`src/rtl/ext_timebase.sv`:
```
// ext_timebase: prescaled timestamp counter plus external-reference period monitor.
// The counter and the lock monitor share only the clock; lock never gates counting.
// Optional feature macro: TB_RESYNC_EN (resync realigns the counter to a freqin edge).
`timescale 1ns/1ps
module ext_timebase #(
  parameter int CNT_WIDTH  = 22,
  parameter int PRESCALE   = 2,
  parameter int REF_DIV    = 8,
  parameter int TOL        = 1,
  parameter int LOCK_COUNT = 16
) (
  input  logic                 clk,
  input  logic                 reset,
  input  logic                 inhibit,
  input  logic                 freqin,
  input  logic                 resync,
  output logic [CNT_WIDTH-1:0] counter,
  output logic                 lock,
  output logic [7:0]           ref_period,
  output logic [15:0]          err_cnt
);

  // PRESCALE=1 still needs a 1-bit prescaler so the compare stays well formed
  localparam int             PW      = (PRESCALE > 1) ? $clog2(PRESCALE) : 1;
  localparam logic [PW-1:0]  PRE_MAX = PW'(PRESCALE - 1);
  localparam logic [7:0]     P_LO    = 8'(REF_DIV - TOL);
  localparam logic [7:0]     P_HI    = 8'(REF_DIV + TOL);
  localparam logic [7:0]     P_TO    = 8'(REF_DIV + TOL + 1);
  localparam logic [7:0]     GC_LOCK = 8'(LOCK_COUNT);

  typedef enum logic [1:0] {UNLOCKED, ACQUIRE, LOCKED} st_t;

  logic          s1, s2, s3;
  logic          rise;
  logic          inh_r;
  logic [PW-1:0] pre;
  logic [7:0]    pcnt;
  logic [7:0]    gcnt;
  logic [7:0]    gcnt_inc;
  logic          good;
  logic          timeout;
  logic          bad_evt;
  logic          realign;
  st_t           state, nxt;

  // freqin synchroniser and edge-detect stage
  always_ff @(posedge clk) begin
    if (reset) begin
      s1 <= 1'b0;
      s2 <= 1'b0;
      s3 <= 1'b0;
    end else begin
      s1 <= freqin;
      s2 <= s1;
      s3 <= s2;
    end
  end

  assign rise = s2 & ~s3;

`ifdef TB_RESYNC_EN
  logic armed;

  // resync arms; the next rise consumes it (a resync on the rise cycle re-arms)
  always_ff @(posedge clk) begin
    if (reset)       armed <= 1'b0;
    else if (resync) armed <= 1'b1;
    else if (rise)   armed <= 1'b0;
  end

  assign realign = rise & armed;
`else
  logic unused_resync;
  assign unused_resync = resync;
  assign realign       = 1'b0;
`endif

  // timestamp counter: realign beats inhibit; inhibit acts one clk late
  always_ff @(posedge clk) begin
    if (reset) begin
      inh_r   <= 1'b0;
      pre     <= '0;
      counter <= '0;
    end else begin
      inh_r <= inhibit;
      if (realign) begin
        pre     <= '0;
        counter <= '0;
      end else if (!inh_r) begin
        if (pre == PRE_MAX) begin
          pre     <= '0;
          counter <= counter + CNT_WIDTH'(1);
        end else begin
          pre <= pre + PW'(1);
        end
      end
    end
  end

  // period measurement: pcnt restarts at 1 on each rise, saturates at 255
  always_ff @(posedge clk) begin
    if (reset) begin
      pcnt       <= 8'd0;
      ref_period <= 8'd0;
    end else if (rise) begin
      pcnt       <= 8'd1;
      ref_period <= pcnt;
    end else if (pcnt != 8'hFF) begin
      pcnt <= pcnt + 8'd1;
    end
  end

  assign good     = (pcnt >= P_LO) && (pcnt <= P_HI);
  assign timeout  = ~rise && (pcnt == P_TO);
  assign bad_evt  = ((state == ACQUIRE) || (state == LOCKED)) && ((rise && !good) || timeout);
  assign gcnt_inc = gcnt + 8'd1;

  // lock FSM state register
  always_ff @(posedge clk) begin
    if (reset) state <= UNLOCKED;
    else       state <= nxt;
  end

  // lock FSM next state
  always_comb begin
    nxt = state;
    case (state)
      UNLOCKED: if (rise) nxt = ACQUIRE;
      ACQUIRE: begin
        if (rise && good) begin
          if (gcnt_inc == GC_LOCK) nxt = LOCKED;
        end else if (timeout) begin
          nxt = UNLOCKED;
        end
      end
      LOCKED:   if ((rise && !good) || timeout) nxt = UNLOCKED;
      default:  nxt = UNLOCKED;
    endcase
  end

  // lock FSM output: decode of the state register
  always_comb begin
    lock = (state == LOCKED);
  end

  // good-period run length and saturating error count
  always_ff @(posedge clk) begin
    if (reset) begin
      gcnt    <= 8'd0;
      err_cnt <= 16'd0;
    end else begin
      if (rise && (state == UNLOCKED))     gcnt <= 8'd0;
      else if (rise && (state == ACQUIRE)) gcnt <= good ? gcnt_inc : 8'd0;
      if (bad_evt && (err_cnt != 16'hFFFF)) err_cnt <= err_cnt + 16'd1;
    end
  end

endmodule
```
`config.mk`:
```
export PLATFORM = sky130hd
export DESIGN_NAME = ext_timebase
export DESIGN_NICKNAME = d
export VERILOG_FILES = /design/src/rtl/ext_timebase.sv
export SDC_FILE = /design/constraint.sdc
export NUM_CORES = 1
export LEC_CHECK = 0
export CAP_MARGIN = 40
export CORE_UTILIZATION = 50
export DETAILED_ROUTE_END_ITERATION = 16
export HOLD_SLACK_MARGIN = 0.08
export PLACE_DENSITY = 0.75
export SLEW_MARGIN = 10
export SYNTH_ARGS = -nofsm -noshare
export SYNTH_HDL_FRONTEND = slang
export SYNTH_SLANG_ARGS = --single-unit
```
`constraint.sdc`:
```
create_clock -name clk -period 3.1 [get_ports clk]
set_clock_uncertainty 0.15 [all_clocks]
set_input_delay 0.62 -clock clk [delete_from_list [all_inputs] [get_ports clk]]
set_output_delay 0.62 -clock clk [all_outputs]
set_load 0.005 [all_outputs]
```
==> Yosys cells after proc, flatten, opt, wreduce, memory -nomap -nowiden <==
Cells that the tools add are included.
{ "word_totals": {"word_cells": 60, "inputBits": 5, "output_inout_bits": 47, "ff_bits": 69} }
{ "op_classes": {"n_mux": 10, "magnitude_cmp": 2, "bitwise": 4, "n_eq_ne": 10, "reduce_logical": 17, "add_sub_neg": 5} }
{ "op_table": {"columns": ["op", "n"], "rows": [
  ["$add A22 B1 Y22 const B", 1],
  ["$add A16 B1 Y16 const B", 1],
  ["$add A8 B1 Y8 const B", 2],
  ["$ne A16 B16 Y1 const B", 1],
  ["$mux W2", 5],
  ["$eq A8 B4 Y1 const B", 1],
  ["$eq A8 B5 Y1 const B", 1],
  ["$ge A8 B3 Y1 const B", 1],
  ["$le A8 B4 Y1 const B", 1],
  ["$logic_and A1 B1 Y1", 8],
  ["$mux W8", 1],
  ["$ne A8 B8 Y1 const B", 1],
  ["$ne A3 B2 Y1 const B", 2],
  ["$pmux W2 S3", 1],
  ["$reduce_and A4 Y1", 1],
  ["$reduce_or A2 Y1", 2],
  ["$mux W1", 3],
  ["$not A1 Y1", 3],
  ["$eq A2 B1 Y1 const B", 1],
  ["$eq A2 B2 Y1 const B", 1],
  ["$logic_not A2 Y1", 1],
  ["$logic_or A1 B1 Y1", 2],
  ["$ne A2 B1 Y1 const B", 1],
  ["$ne A2 B2 Y1 const B", 1],
  ["other kinds (5)", 5]
]} }

==> Longest topological paths before layout <==
{ "logic_depth": {"ltp_word": 7, "ltp_mapped": 9, "mapped_depth_nobuf": 8} }

==> Worst setup path before layout <==
Ideal clock, no wire load.
{ "synth_timing": {"path_kind": "reg2reg", "start": "reg pcnt[0]", "end": "reg err_cnt[12]", "required_time_ps": 2829, "period_less_slack_ps": 2240, "path_stages_with_launch": 10, "arrival_time_ps": 1970, "n_path_buf": 1, "setup_ps": 121, "slack_ps": 860, "path_cell_list": "dfxtp_1 > inv_1 > ha_1 > o21ai_0 > o21ai_1 > a21oi_1 > o2111ai_2 > buf_6 > nor3_1 > mux2_2"} }
{ "synth_via": {"elab_chain_cells": 7, "elab_cells_between_ends": 10, "classes_between": "order compare: 2; eq/ne: 1; reduce/logical: 7"} }
{ "synth_lines": {"columns": ["item", "line_no", "rtl"], "rows": [
  ["from (decl)", "37", "logic [7:0] pcnt;"],
  ["from (signal assigned)", "109", "pcnt <= pcnt + 8'd1;"],
  ["$ge A8 B3 Y1 / $le A8 B4 Y1 (equally long branches)", "113", "assign good = (pcnt >= P_LO) && (pcnt <= P_HI);"],
  ["$logic_and A1 B1 Y1", "113", null],
  ["$logic_not A1 Y1", "115", "assign bad_evt = ((state == ACQUIRE) || (state == LOCKED)) && ((rise && !good) || timeout);"],
  ["$logic_and A1 B1 Y1", "115", null],
  ["$logic_or A1 B1 Y1 (*)", "115", null],
  ["$logic_and A1 B1 Y1 (*)", "115", null],
  ["$logic_and A1 B1 Y1 (*)", "154", "if (bad_evt && (err_cnt != 16'hFFFF)) err_cnt <= err_cnt + 16'd1;"],
  ["to (signal assigned)", "154", null],
  ["to (decl)", "20", "output logic [15:0] err_cnt"]
]} }
Every way passes the cells marked *; elsewhere a longest branch is shown, timed or not.
A chain may end at the register's enable or synchronous reset.

==> Worst setup path in the final report <==
{ "layout_timing": {"start": "reg pcnt[0]", "end": "reg err_cnt[13]"} }
Same word-level chain as after synthesis.

==> results.toml <==
[run_status]
status = "complete, no violations"

[clock_network]
clock_sinks = 69
cts_setup_buffers = 0
cts_tree = "yes"
clkTransAtPathRegs_ns = 0.07
clkLatencyLatePin_ns = 0.34
ctsResizeCount = 0
clockRootBuffer = "clkbuf_8"
cts_hold_buffers = 0
cts_buffers = 9
cts_htree_levels = 3
cts_max_path_buffers = 2

[setup_path]
cp_top_family = "compound AO/OA/AOI/OAI gates"
cp_slowest_stage_delay_ns = 0.45
path_max_fanout = 15
critPathKind = "flop to flop"
timing.rr.start = "pcnt[0]$_SDFFE_PP0P_"
worstPathCellList = "inv_1, ha_1, o21ai_0, o21ai_1, a21oi_1, o21ai_2, nor4_1, mux2_2"
crit_start = "pcnt[0]$_SDFFE_PP0P_"
worstPathArrival_ns = 2.69
cp-start-kind = "flop"
worst-path-buf-inv = 1
crit_slowest_cell = "dfxtp_1"
r2r_setup_slack_ns = 0.49
crit_required_ns = 3.18
endpoint_kind = "flop"

[sta]
rsz0062_at_grt = "no"
drv_slew = 0
hold_viol = 0
min_period_over_period_pct = 84.15
max_freq_mhz = 383.3
min_period_ns = 2.609
slew_headroom_pct = 61.69
tns_ns = 0
worst_pin_slew_ns = 0.5747
setup_viol = 0

[place]
place_area_um2 = 3846
place_inst = 510
portBuffers = 50
hpwl_um = 4628
gp_congestion = 0.7804

[routing]
initialDrtViolationCount = 140
drt_wl_total_um = 6770
firstDrtPassIters = 4
detail-route-antenna-nets = 0
vias_per_cell = 5.515
wl_per_cell_um = 12.87
drc = 0
num_vias = 2901

[yosys]
syn_area_um2 = 3302
seq_area_frac_synth_pct = 41.83
synth_ff_type = "dfxtp_1"
synthArstFlopShare_pct = 0
synth_edf_count = 0
ys_ff_latch = 69
yosysUniqueCellTypes = 45
syn_inst = 395
syn_avg_cell_area_um2 = 8.359
synth_fp_nets = 410
yosysWarningCount = 0

[global_routing]
overflow = 0
grt_pass1_wl_um = 11630
grt_max_degree = 35
grtUsageTotal_pct = 20.43
antenna_found_initial = 0
grt_pass1_vias = 2648

[die]
die_y_um = 83.27
fp.coreArea_um2 = 6350
initial_utilization_pct = 52.00
die_x_um = 83.27
std_cell_rows = 29
dieArea_um2 = 6933
ios = 52

[pwr]
p_switching_uw = 413.0
peakVddDrop_mv = 0.3320
p_leak_uw = 0.001381
swShare_pct = 22.70
clkPwrFrac_pct = 43.0
seqPwrFrac_pct = 50.3
p_int_uw = 1407
cellPowerDensity_nw_per_um2 = 448.9
p_comb_share_pct = 6.6

[cells_and_area]
layoutNonFillerInstCount = 526
layout-drive-gt1-share_pct = 6.682
fin_nets = 459
num_antenna_cells = 0
fin_util_pct = 63.84
fin_area_um2 = 4054
area_delta_synth_final_pct = 22.77

[hold_path]
hp-start = "s1$_SDFF_PP0_"
hp-class = "flop to flop"

[job]
maxCapViolations = 0
[cell usage in the layout, fill, tap and decap left out, drive strengths merged, types with 3 or more instances in the layout]
master | netlist | layout
and4 | 3 | 3
mux2i | 3 | 3
or3 | 12 | 12
clkdlybuf4s50 | 0 | 49
o31ai | 3 | 3
nor4 | 7 | 7
nor2 | 48 | 48
nor2b | 13 | 13
ha | 10 | 10
xnor2 | 9 | 9
and3 | 9 | 9
o21ai | 18 | 18
nand4 | 15 | 15
a21oi | 33 | 33
mux2 | 4 | 4
and2 | 3 | 3
dfxtp | 69 | 69
xor2 | 14 | 14
nand3 | 20 | 20
nand2 | 36 | 36
nor3 | 10 | 10
buf | 7 | 6
nand2b | 8 | 8
inv | 11 | 11
clkbuf | 10 | 12
or4 | 4 | 4
[cell families (layout without fill, tap and decap cells)]
group | count (synthesis) | count (layout) | synth area share [%]
compound gates | 68 | 68 | 12.20
xor+xnor | 23 | 23 | 6.101
fa+ha+maj | 10 | 10 | 3.789
buf+inv | 28 | 82 | 3.827
flops | 69 | 69 | 41.83
mux | 7 | 7 | 2.274
simple gates | 190 | 190 | 29.97
[sequential cells by signal, summed over array words and instances, names as in the netlist]
register / count
counter: 22
err_cnt: 16
gcnt: 8
pcnt: 8
ref_period: 8
state: 2
inh_r: 1
pre: 1
s1: 1
s2: 1
s3: 1
[synth_stat cells (all sizes together) (7+ instances only)]
cell type	n	area share, %
a21oi	33	5.0
and3	9	1.7
buf	7	1.4
clkbuf	10	1.1
dfxtp	69	42
ha	10	3.8
inv	11	1.3
nand2	36	4.1
nand2b	8	1.5
nand3	20	3.2
nand4	15	2.8
nor2	48	5.7
nor2b	13	2.5
nor3	10	1.7
nor4	7	1.8
o21ai	18	2.8
or3	12	2.3
xnor2	9	2.4
xor2	14	3.7
[path summary, 6_finish.rpt]
check / depth (start not counted) / to
min: 1 / s2$_SDFF_PP0_
max: 8 / err_cnt[13]$_SDFFE_PP0P_
max reg2reg: 8 / err_cnt[13]$_SDFFE_PP0P_
min reg2reg: 1 / s2$_SDFF_PP0_
[layout make-up]
cell class	instances	area, um^2
clock inverter	4	72.57
timing repair buffer	55	533.0
tap	77	96.34
inverter	11	41.29
fill	540	2296
clock buffer	12	135.1
multi-input combinational	298	1794
sequential	69	1381
[worst register-to-register path: stages, from the launching register on]
cell     delay (ns)
dfxtp_1        0.45
inv_1          0.11
ha_1           0.20
o21ai_0        0.16
o21ai_1        0.11
a21oi_1        0.36
o21ai_2        0.25
nor4_1         0.37
mux2_2         0.37
[power by group through the flow]
stage | clock network, uW | registers, uW | logic, uW
after global placement | 0 | 935 | 118
final | 783 | 916 | 121
after floorplan | 0 | 932 | 92.2
after CTS | 799 | 915 | 122
after global routing | 841 | 918 | 135
after detailed placement | 0 | 936 | 121
[stage by stage]
stage	hold WS (ns)	power (uW)	setup WS, ns
after CTS	0.3002	1836	0.4773
after detailed placement	0.2840	1057	0.5096
after global routing	0.3164	1893	0.2356
after global placement	0.2787	1053	0.5637
final	0.2951	1820	0.4913
after floorplan	0.2638	1025	0.8597
[per-layer routing]
layer | track usage, % | up-vias | part of all wire (%)
met5 | 0 | - | 0
met1 | 25.13 | 1360 | 48
met4 | 6.270 | 0 | 0.66
met3 | 6.660 | 7 | 4.3
li1 | - | 1483 | -
met2 | 33.90 | 51 | 47
Power figures use the tool's default switching activity.
